==> src/rtl/sl_fifo_pkg.sv <==
// ----------------------------------------------------------------------------
// sl_fifo_pkg
// Shared definitions for the SL report scheduler: word layout, tag codes,
// field widths and the scheduler FSM state type.
// ----------------------------------------------------------------------------
package sl_fifo_pkg;

    localparam int WORD_W = 34;
    localparam int TAG_W  = 2;
    localparam int CFG_W  = 16;
    localparam int DATA_W = 32;
    localparam int STAT_W = 16;

    localparam logic [TAG_W-1:0] TAG_CONFIG  = 2'd0;
    localparam logic [TAG_W-1:0] TAG_DATA    = 2'd1;
    localparam logic [TAG_W-1:0] TAG_STATUS  = 2'd2;
    localparam logic [TAG_W-1:0] TAG_CHANNEL = 2'd3;

    typedef enum logic [2:0] {
        ST_IDLE,
        ST_SEND_CH,
        ST_SEND_CFG,
        ST_SEND_DATA,
        ST_SEND_STAT
    } sched_state_e;

    // Assemble a tagged FIFO word.
    function automatic logic [WORD_W-1:0] make_word(input logic [TAG_W-1:0]  tag,
                                                    input logic [DATA_W-1:0] payload);
        return {tag, payload};
    endfunction

endpackage

==> src/rtl/sl_report_sched_if.sv <==
// ----------------------------------------------------------------------------
// sl_report_sched_if
// Write side of the host-bound FIFO.
//   fifo_write_full  : FIFO cannot accept a word this cycle
//   fifo_write_data  : 34-bit tagged word
//   fifo_write_inc   : write strobe
// Handshake: the master presents a word on fifo_write_data and asserts
// fifo_write_inc only when fifo_write_full is low; a word transfers on every
// rising edge where fifo_write_inc = 1. While full is high the master holds
// the word stable and keeps fifo_write_inc low.
// ----------------------------------------------------------------------------
interface sl_report_sched_if;
    import sl_fifo_pkg::*;

    logic              fifo_write_full;
    logic [WORD_W-1:0] fifo_write_data;
    logic              fifo_write_inc;

    modport master (input fifo_write_full, output fifo_write_data, output fifo_write_inc);
    modport slave  (output fifo_write_full, input fifo_write_data, input fifo_write_inc);

endinterface

==> src/rtl/sl_rr_arbiter.sv <==
// ----------------------------------------------------------------------------
// sl_rr_arbiter
// Combinational rotate-priority arbiter: picks the first asserted request
// searching from last+1 with wrap-around.
//   req       : request vector
//   last      : index granted most recently
//   gnt_valid : some request is asserted
//   gnt_idx   : winning index
// ----------------------------------------------------------------------------
module sl_rr_arbiter #(
    parameter int N    = 4,
    parameter int CH_W = (N > 1) ? $clog2(N) : 1
) (
    input  logic [N-1:0]    req,
    input  logic [CH_W-1:0] last,
    output logic            gnt_valid,
    output logic [CH_W-1:0] gnt_idx
);

    always_comb begin
        logic [CH_W-1:0] w_idx;
        w_idx     = '0;
        gnt_valid = 1'b0;
        gnt_idx   = '0;
        // Walk from the farthest candidate to the nearest so the nearest
        // asserted request is the last one written and wins.
        for (int k = N; k >= 1; k--) begin
            w_idx = CH_W'((int'(last) + k) % N);
            if (req[w_idx]) begin
                gnt_valid = 1'b1;
                gnt_idx   = w_idx;
            end
        end
    end

endmodule

==> src/rtl/sl_report_sched.sv <==
// ----------------------------------------------------------------------------
// sl_report_sched
// Round-robin scheduler sharing the host FIFO write port between NUM_CH
// channels. Events snapshot channel values; a grant serialises them as
// CH (when the channel changes) -> CFG -> DATA -> STAT tagged words.
//   clk, rst         : clock, synchronous active-high reset
//   ev_config/ev_data: per-channel event pulses
//   cfg_in/data_in/status_in : per-channel values, sampled on the event
//   fifo             : FIFO write port (master side)
//   overrun          : sticky, an event overwrote an unserviced snapshot
//   busy             : FSM not idle
//   o_dbg_state      : current FSM state
// ----------------------------------------------------------------------------
module sl_report_sched
    import sl_fifo_pkg::*;
#(
    parameter int NUM_CH = 4,
    parameter int CH_W   = (NUM_CH > 1) ? $clog2(NUM_CH) : 1
) (
    input  logic                     clk,
    input  logic                     rst,
    input  logic [NUM_CH-1:0]        ev_config,
    input  logic [NUM_CH-1:0]        ev_data,
    input  logic [NUM_CH*CFG_W-1:0]  cfg_in,
    input  logic [NUM_CH*DATA_W-1:0] data_in,
    input  logic [NUM_CH*STAT_W-1:0] status_in,
    sl_report_sched_if.master        fifo,
    output logic [NUM_CH-1:0]        overrun,
    output logic                     busy,
    output sched_state_e             o_dbg_state
);

    sched_state_e      r_state, w_state_nxt;
    logic [NUM_CH-1:0] r_pend_cfg, r_pend_data, r_overrun;
    logic [CFG_W-1:0]  r_cfg_s  [NUM_CH];
    logic [DATA_W-1:0] r_data_s [NUM_CH];
    logic [STAT_W-1:0] r_stat_s [NUM_CH];
    logic [CH_W-1:0]   r_last_grant, r_cur_ch, r_w_ch;
    logic              r_cur_valid;
    logic              r_w_cfg_pend, r_w_data_pend;
    logic [CFG_W-1:0]  r_w_cfg;
    logic [DATA_W-1:0] r_w_data;
    logic [STAT_W-1:0] r_w_stat;

    logic              w_gnt_valid, w_grant, w_inc;
    logic [CH_W-1:0]   w_gnt_idx;
    logic [NUM_CH-1:0] w_clr;
    logic [WORD_W-1:0] w_word;

    sl_rr_arbiter #(.N(NUM_CH), .CH_W(CH_W)) u_arb (
        .req       (r_pend_cfg | r_pend_data),
        .last      (r_last_grant),
        .gnt_valid (w_gnt_valid),
        .gnt_idx   (w_gnt_idx)
    );

    assign w_grant = (r_state == ST_IDLE) && w_gnt_valid;

    always_comb begin
        w_clr = '0;
        for (int i = 0; i < NUM_CH; i++)
            w_clr[i] = w_grant && (w_gnt_idx == CH_W'(i));
    end

    always_comb begin
        w_state_nxt = r_state;
        w_inc       = 1'b0;
        w_word      = '0;
        case (r_state)
            ST_IDLE: begin
                if (w_gnt_valid) begin
                    if (!r_cur_valid || (w_gnt_idx != r_cur_ch)) w_state_nxt = ST_SEND_CH;
                    else if (r_pend_cfg[w_gnt_idx])             w_state_nxt = ST_SEND_CFG;
                    else                                        w_state_nxt = ST_SEND_DATA;
                end
            end
            ST_SEND_CH: begin
                w_inc  = !fifo.fifo_write_full;
                w_word = make_word(TAG_CHANNEL, DATA_W'(r_w_ch));
                if (w_inc) begin
                    if (r_w_cfg_pend)       w_state_nxt = ST_SEND_CFG;
                    else if (r_w_data_pend) w_state_nxt = ST_SEND_DATA;
                    else                    w_state_nxt = ST_IDLE;
                end
            end
            ST_SEND_CFG: begin
                w_inc  = !fifo.fifo_write_full;
                w_word = make_word(TAG_CONFIG, DATA_W'(r_w_cfg));
                if (w_inc) w_state_nxt = r_w_data_pend ? ST_SEND_DATA : ST_IDLE;
            end
            ST_SEND_DATA: begin
                w_inc  = !fifo.fifo_write_full;
                w_word = make_word(TAG_DATA, r_w_data);
                if (w_inc) w_state_nxt = ST_SEND_STAT;
            end
            ST_SEND_STAT: begin
                w_inc  = !fifo.fifo_write_full;
                w_word = make_word(TAG_STATUS, DATA_W'(r_w_stat));
                if (w_inc) w_state_nxt = ST_IDLE;
            end
            default: w_state_nxt = ST_IDLE;
        endcase
    end

    always_ff @(posedge clk) begin
        if (rst) begin
            r_state       <= ST_IDLE;
            r_pend_cfg    <= '0;
            r_pend_data   <= '0;
            r_overrun     <= '0;
            r_last_grant  <= CH_W'(NUM_CH - 1);
            r_cur_ch      <= '0;
            r_cur_valid   <= 1'b0;
            r_w_ch        <= '0;
            r_w_cfg_pend  <= 1'b0;
            r_w_data_pend <= 1'b0;
            r_w_cfg       <= '0;
            r_w_data      <= '0;
            r_w_stat      <= '0;
            for (int i = 0; i < NUM_CH; i++) begin
                r_cfg_s[i]  <= '0;
                r_data_s[i] <= '0;
                r_stat_s[i] <= '0;
            end
        end else begin
            r_state <= w_state_nxt;
            // Work registers take the pre-event snapshot of the granted channel.
            if (w_grant) begin
                r_w_ch        <= w_gnt_idx;
                r_w_cfg_pend  <= r_pend_cfg[w_gnt_idx];
                r_w_data_pend <= r_pend_data[w_gnt_idx];
                r_w_cfg       <= r_cfg_s[w_gnt_idx];
                r_w_data      <= r_data_s[w_gnt_idx];
                r_w_stat      <= r_stat_s[w_gnt_idx];
                r_last_grant  <= w_gnt_idx;
            end
            if ((r_state == ST_SEND_CH) && w_inc) begin
                r_cur_ch    <= r_w_ch;
                r_cur_valid <= 1'b1;
            end
            // A new event beats a same-cycle grant clear; overrun only when
            // the snapshot being replaced was never taken by a grant.
            for (int i = 0; i < NUM_CH; i++) begin
                if (ev_config[i]) begin
                    r_pend_cfg[i] <= 1'b1;
                    r_cfg_s[i]    <= cfg_in[CFG_W*i +: CFG_W];
                    if (r_pend_cfg[i] && !w_clr[i]) r_overrun[i] <= 1'b1;
                end else if (w_clr[i]) begin
                    r_pend_cfg[i] <= 1'b0;
                end
                if (ev_data[i]) begin
                    r_pend_data[i] <= 1'b1;
                    r_data_s[i]    <= data_in[DATA_W*i +: DATA_W];
                    r_stat_s[i]    <= status_in[STAT_W*i +: STAT_W];
                    if (r_pend_data[i] && !w_clr[i]) r_overrun[i] <= 1'b1;
                end else if (w_clr[i]) begin
                    r_pend_data[i] <= 1'b0;
                end
            end
        end
    end

    assign fifo.fifo_write_inc  = w_inc;
    assign fifo.fifo_write_data = w_word;
    assign overrun              = r_overrun;
    assign busy                 = (r_state != ST_IDLE);
    assign o_dbg_state          = r_state;

endmodule

==> src/flat_wrapper.sv <==
// flat-port wrapper written by rule: the top's interface ports become plain ports
module sl_report_sched_flat import sl_fifo_pkg::*;
#(
    parameter int NUM_CH = 4,
    parameter int CH_W   = (NUM_CH > 1) ? $clog2(NUM_CH) : 1
)
  (clk, rst, ev_config, ev_data, cfg_in, data_in, status_in, overrun, busy, o_dbg_state, fifo_fifo_write_full, fifo_fifo_write_data, fifo_fifo_write_inc);
  sl_report_sched_if fifo_i ();
  input  logic clk;
  input  logic rst;
  input  logic [NUM_CH-1:0] ev_config;
  input  logic [NUM_CH-1:0] ev_data;
  input  logic [NUM_CH*CFG_W-1:0] cfg_in;
  input  logic [NUM_CH*DATA_W-1:0] data_in;
  input  logic [NUM_CH*STAT_W-1:0] status_in;
  output logic [NUM_CH-1:0] overrun;
  output logic busy;
  output sched_state_e o_dbg_state;
  input wire logic [$bits(fifo_i.fifo_write_full)-1:0] fifo_fifo_write_full;
  output wire logic [$bits(fifo_i.fifo_write_data)-1:0] fifo_fifo_write_data;
  output wire logic [$bits(fifo_i.fifo_write_inc)-1:0] fifo_fifo_write_inc;
  assign fifo_i.fifo_write_full = fifo_fifo_write_full;
  assign fifo_fifo_write_data = fifo_i.fifo_write_data;
  assign fifo_fifo_write_inc = fifo_i.fifo_write_inc;
  sl_report_sched #(.NUM_CH(NUM_CH), .CH_W(CH_W)) u_core (.clk(clk), .rst(rst), .ev_config(ev_config), .ev_data(ev_data), .cfg_in(cfg_in), .data_in(data_in), .status_in(status_in), .fifo(fifo_i), .overrun(overrun), .busy(busy), .o_dbg_state(o_dbg_state));
endmodule
==> config.mk <==
export PLATFORM = sky130hd
export DESIGN_NAME = sl_report_sched_flat
export DESIGN_NICKNAME = d
export VERILOG_FILES = /design/src/rtl/sl_fifo_pkg.sv /design/src/rtl/sl_report_sched_if.sv /design/src/rtl/sl_rr_arbiter.sv /design/src/rtl/sl_report_sched.sv /design/src/flat_wrapper.sv
export SDC_FILE = /design/constraint.sdc
export NUM_CORES = 1
export LEC_CHECK = 0
export ABC_AREA = 0
export CORE_ASPECT_RATIO = 1.4
export CORE_MARGIN = 2
export CORE_UTILIZATION = 55
export CTS_CLUSTER_SIZE = 10
export DETAILED_ROUTE_END_ITERATION = 10
export PLACE_DENSITY = 0.85
export SLEW_MARGIN = 10
export SYNTH_ARGS = -nofsm -noshare
export SYNTH_HDL_FRONTEND = slang
export SYNTH_SLANG_ARGS = --single-unit
==> constraint.sdc <==
create_clock -name clk -period 4.67 [get_ports clk]
set_input_delay 0.934 -clock clk [delete_from_list [all_inputs] [get_ports clk]]
set_output_delay 0.934 -clock clk [all_outputs]
set_load 0.03 [all_outputs]
Word-level counts from Yosys, hierarchy flattened
Memory sizes are Yosys's and may differ from the RTL's. A register that Yosys moved wholly into a read port is not among the register bits.
Cells that the tools add are included.
{"block": "op_classes", "add_sub_neg": 4, "mul": 0, "n_div": 0, "magnitude_cmp": 5, "eq_ne": 13, "shift": 0, "muxes": 98, "bitwise_logic": 13, "reduce_logical": 34}
{"cell": "34-bit case mux with 4 select lines", "count": 1}
{"cell": "16-bit two-way mux", "count": 8}
{"cell": "32-bit two-way mux", "count": 4}
{"cell": "1-bit two-way mux", "count": 66}
{"cell": "3-bit two-way mux", "count": 7}
{"cell": "2-bit nonzero test", "count": 8}
{"cell": "2-bit by 3-bit less-than comparator with 1-bit output (second input constant)", "count": 5}
{"cell": "3-bit case mux with 5 select lines", "count": 1}
{"cell": "1-bit logical AND", "count": 14}
{"cell": "1-bit binary-select mux with 2-bit select", "count": 6}
{"cell": "1-bit bitwise OR", "count": 12}
{"cell": "2-bit two-way mux", "count": 5}
{"cell": "2-bit inequality test (second input constant)", "count": 4}
{"cell": "3-bit by 2-bit == test with 1-bit output (second input constant)", "count": 2}
{"cell": "1-bit logical NOT", "count": 6}
{"cell": "5-bit AND reduction", "count": 1}
{"cell": "2-bit by 1-bit adder with 2-bit output (second input constant)", "count": 2}
{"cell": "2-bit adder (second input constant)", "count": 2}
{"cell": "2-bit == test (second input constant)", "count": 2}
{"cell": "4-bit bitwise OR", "count": 1}
{"cell": "4-bit OR reduction", "count": 1}
{"cell": "3-bit by 1-bit == test with 1-bit output (second input constant)", "count": 1}
{"cell": "3-bit == test (second input constant)", "count": 1}
{"cell": "3-bit logical NOT", "count": 1}
{"cell": "other kinds (6)", "count": 6}
{"block": "word_totals", "ff_bits": 24, "latchBits": 0, "ram_bits": 256, "mem_bits_ro": 0, "inputBits": 267, "output_inout_bits": 43, "word_cells": 186, "mem_count": 3}
{"name": "u_core.r_data_s", "words": 4, "word_bits": 32, "rd": 1, "rd_ports_with_merged_regs": 1, "write_ports": 4, "line_no": "sl_report_sched.sv:36", "rtl": "logic [DATA_W-1:0] r_data_s [NUM_CH];"}
{"name": "u_core.r_cfg_s", "words": 4, "word_bits": 16, "rd": 1, "rd_ports_with_merged_regs": 1, "write_ports": 4, "line_no": "sl_report_sched.sv:35", "rtl": "logic [CFG_W-1:0] r_cfg_s [NUM_CH];"}
{"name": "u_core.r_stat_s", "words": 4, "word_bits": 16, "rd": 1, "rd_ports_with_merged_regs": 1, "write_ports": 4, "line_no": "sl_report_sched.sv:37", "rtl": "logic [STAT_W-1:0] r_stat_s [NUM_CH];"}

Depth between registers and ports, before layout
{"block": "logic_depth", "word_depth": 15, "depth_mapped": 8, "ltp_nobuf": 6}

Modules after synthesis
A second synthesis with hierarchy kept.
{"block": "unflattened", "hier_cells": 1127, "hier_area_um2": 14760.4}
{"mod": "sl_report_sched", "instances": 1, "cells_each": 1113, "area_each_um2": 14669.1, "seq_area_each_um2": 9449.1}
{"mod": "sl_rr_arbiter", "instances": 1, "cells_each": 14, "area_each_um2": 91.3, "seq_area_each_um2": 0.0}

Worst setup path after synthesis
Ideal clock, no wire load.
{"block": "synth_path", "path_type": "flip-flop to output port", "startpoint": "reg u_core.r_state[0] (netlist: u_core.o_dbg_state[0])", "endpoint": "out fifo_fifo_write_data[1]", "t_arrival_ps": 2332, "t_required_ps": 3736, "path_slack_ps": 1404, "path_stages_with_launch": 6, "path_buffers": 3, "path_cell_list": "dfxtp_1 -> clkbuf_1 -> buf_2 -> buf_1 -> a22oi_1 -> o21ai_0"}
{"block": "synth_between", "elab_chain_cells": 2, "elab_cells_between_ends": 5, "classes_between": "4 x eq/ne; 1 x mux"}
{"item": "from (decl)", "line_no": "sl_report_sched.sv:33", "rtl": "sched_state_e r_state, w_state_nxt;"}
{"item": "from (signal assigned)", "line_no": "sl_report_sched.sv:126", "rtl": "r_state <= w_state_nxt;"}
{"item": "3-bit == test (tied with other cells)", "line_no": "sl_report_sched.sv:69", "rtl": "case (r_state)"}
{"item": "34-bit case mux with 4 select lines (*)", "line_no": "sl_report_sched.sv:69"}
{"item": "to (decl)", "line_no": "flat_wrapper.sv:20", "rtl": "output wire logic [$bits(fifo_i.fifo_write_data)-1:0] fifo_fifo_write_data;"}
Every way passes the cells marked *; elsewhere a longest branch is shown, timed or not.

Final worst setup path
{"block": "layout_path", "startpoint": "reg u_core.r_state[0] (netlist: u_core.o_dbg_state[0])", "endpoint": "out fifo_fifo_write_data[2]"}
Same word-level chain as after synthesis.

==> impl_metrics.env <==
export IMPL_status="complete, no violations"
export IMPL_syn_to_final_growth_pct=30.8
export IMPL_clock_latency_ns=0.52
export IMPL_p_sw_mw=2.88
export IMPL_clk_pin_slew_ns=0.06
export IMPL_worst_slew_pin_slew_ns=1.16
export IMPL_cts_buffer_depth=3
export IMPL_synth_area_um2=14700
export IMPL_period_minus_slack_ns=4.17
export IMPL_vias=9737
export IMPL_via_per_inst=5.86
export IMPL_layout_worst_path_cycle_share=0.893
export IMPL_cts_hold_buf=0
export IMPL_cp_num_buf_inv=1
export IMPL_synth_avg_cell_area_um2=14.7
export IMPL_synthSimpleGateAreaFrac=0.147
export IMPL_drive_gt1_frac=0.112
export IMPL_post_cts_buffers=0
export IMPL_ys_types=48
export IMPL_synth_fa_ha_area_frac=0
export IMPL_ys_seq_area_frac=0.644
export IMPL_dr_pass1_iters=5
export IMPL_muxShareOfSynthArea=0.115
export IMPL_crit_slowest_cell="and2_1"
export IMPL_synth_top_area_cell="edfxtp_1"
export IMPL_setup_violations_final=0
export IMPL_synth_top_family_by_area="simple AND/OR/NAND/NOR gates"
export IMPL_ys_async_sr_fraction=0
export IMPL_synth_edf_count=256
export IMPL_setup_ws_ns=0.500
export IMPL_postLayoutCoreUtil=0.734
export IMPL_critPathLaunchType="flop"
export IMPL_place_congestion=0.841
export IMPL_final_common_cell="clkdlybuf4s50_1"
export IMPL_hold_viol=0
export IMPL_die_h_um=197
export IMPL_die_area_um2=28000
export IMPL_port_buffers=309
export IMPL_cap_violations=0
export IMPL_grt_first_pass_wirelength_um=58800
export IMPL_synth_area_leaders="edfxtp_1 (52%), dfxtp_1 (12%), and2_1 (11%)"
export IMPL_hp_class="flop to flop"
export IMPL_synth_xor_area_share=0.00179
export IMPL_drc=0
export IMPL_switching_share=0.299
export IMPL_slew_headroom=0.228
export IMPL_drt_total_wl_um=39900
export IMPL_p_leak_nw=7.22
export IMPL_internal_power_mw=6.76
export IMPL_grt_pass1_vias=10200
export IMPL_hpwl_um=26300
export IMPL_ys_ff_latch=344
export IMPL_pre_cts_ws_ns=1.05
export IMPL_cts_buffers_inserted=40
export IMPL_antenna_found_initial=12
export IMPL_io_pins=310
export IMPL_synth_ff_type="edfxtp_1"
export IMPL_fin_tns_setup_ns=0
export IMPL_max_freq_mhz=240
export IMPL_netlist_instances=1000
export IMPL_combinationalPowerShare=0.288
export IMPL_grt_remaining_overflow=0
export IMPL_path_class="flop to primary output"
export IMPL_yosys_warnings=0
export IMPL_grt_use_total=0.283
export IMPL_die_w_um=142
export IMPL_grt_max_degree=64
export IMPL_power_frac_seq=0.421
export IMPL_final_cell_mix="clkdlybuf4s50_1 (309), and2_1 (260), edfxtp_1 (256)"
export IMPL_cpPeakStageDelay_ns=0.87
export IMPL_arrival_ns=3.24
export IMPL_cts_num_sinks=344
export IMPL_cp_end_kind="primary output"
export IMPL_fin_skew_ns=0.0168
export IMPL_fin_total_pwr_mw=9.63
export IMPL_crit_path_max_fanout=29
export IMPL_h_tree_depth=2
export IMPL_num_rows=70
export IMPL_syn_num_nets=1267
export IMPL_critical_path_top_delay_family="simple AND/OR/NAND/NOR gates"
export IMPL_rsz0062_at_grt="false"
export IMPL_cts_resized=0
export IMPL_p_clk_frac=0.291
export IMPL_drt_initial_drc_count=672
export IMPL_crit_required_ns=3.74
export IMPL_nets=1568
export IMPL_wl_per_cell_um=24.0
export IMPL_path_cells="nor2_1 > and2_1 > nand2_1 > o21ai_0 > clkdlybuf4s50_1"
export IMPL_start_util=0.561
export IMPL_core_area_um2=26200
export IMPL_cts_tree="done"
export IMPL_drtAntennaViolNets=0
export IMPL_powerDensity_nw_per_um2=502
export IMPL_synth_top_area_frac=0.524
export IMPL_maxSlewViolCount=0
export IMPL_root_buffer="clkbuf_16"
export IMPL_fin_hold_ws_ns=0.475
export IMPL_vdd_drop_max_v=0.000325
export IMPL_synth_compound_area_frac=0.0655
==> flip-flops by register name, summed over array words and instances (netlist names), 2 cells and up <==
| register | flops |
|---|---|
| u_core.r_w_cfg | 16 |
| u_core.r_last_grant | 2 |
| u_core.r_stat_s | 64 |
| u_core.r_cfg_s | 64 |
| u_core.o_dbg_state | 3 |
| u_core.overrun | 4 |
| u_core.r_w_data | 32 |
| u_core.r_pend_cfg | 4 |
| u_core.r_data_s | 128 |
| u_core.r_cur_ch | 2 |
| u_core.r_w_stat | 16 |
| u_core.r_w_ch | 2 |
| u_core.r_pend_data | 4 |
==> routing by layer <==
metal / track usage / part of all wire / wire length, um / vias to the layer above
met1: 0.340 / 0.36 / 14400 / 4815
met4: 0.131 / 0.041 / 1630 / 10
met5: 0 / 0.0016 / 63 / -
li1: - / - / - / 4315
met3: 0.0565 / 0.084 / 3370 / 106
met2: 0.490 / 0.51 / 20400 / 491
==> through the flow <==
stage	cell area, um^2	instances
floorplan	14700	1000
global placement	18000	1583
detailed placement	18000	1583
CTS	19200	1654
global route	19200	1662
finish	19200	1662
==> cell usage after synthesis, types with 3 or more instances <==
cell type / instances
buf_12: 6
nor2_1: 33
o21bai_1: 3
mux2i_1: 17
edfxtp_1: 256
nor3b_1: 4
a22oi_1: 3
or2_2: 8
buf_1: 12
a22o_1: 68
mux4_1: 4
buf_2: 5
and2_1: 260
and3_1: 16
mux4_2: 61
mux2_2: 3
a21oi_1: 17
dfxtp_1: 88
clkbuf_1: 46
nand2_1: 23
nor2b_1: 10
nand3_1: 3
o21ai_0: 19
a31oi_1: 3
==> path summary, 6_finish.rpt <==
path / startpoint / to / slack (ns) / depth (start not counted)
worst max register to register: u_core.r_pend_data[1] / u_core.r_w_cfg_pend / 1.73 / 7
worst max-delay path: u_core.o_dbg_state[0] / fifo_fifo_write_data[2] / 0.50 / 5
worst min-delay path: u_core.r_w_data[28] / u_core.r_w_data[28] / 0.48 / 1
worst min register to register: u_core.r_w_data[28] / u_core.r_w_data[28] / 0.48 / 1
==> area by class of cell <==
type / count / area (um^2)
flip-flops and latches: 344 / 9450
multi-input cells: 582 / 4900
repair buffers: 331 / 3280
fillers: 1681 / 6980
clock buffers: 70 / 1130
diodes: 8 / 20.0
inverters: 2 / 7.51
well taps: 324 / 405
clock inverters: 1 / 8.76
==> power by group through the flow <==
stage / combinational (mW) / clock (mW) / sequential, mW
finish: 2.77 / 2.80 / 4.06
global placement: 2.73 / 0 / 4.08
CTS: 2.79 / 2.82 / 4.05
global route: 2.95 / 2.94 / 4.09
detailed placement: 2.77 / 0 / 4.10
floorplan: 2.03 / 0 / 3.98
==> cell families (layout without fill, tap and decap cells) <==
family                    Yosys count  after routing
DFF                               344            344
muxes                              85             85
and+or+nand+nor                   367            367
AOI/OAI and AO/OA                 127            127
other                               0              8
xor gates and xnor gates            3              3
buffers and inverters              74            404
==> worst reg2reg max path: stages, from the launching register on <==
cell and delay, ns:
dfxtp_1 0.36, o21bai_1 0.27, o32ai_1 0.18, a31oi_4 0.83
buf_4 0.53, nor3b_1 0.10, a221oi_1 0.40, a211oi_1 0.14
(Power assumes the default switching activity.)
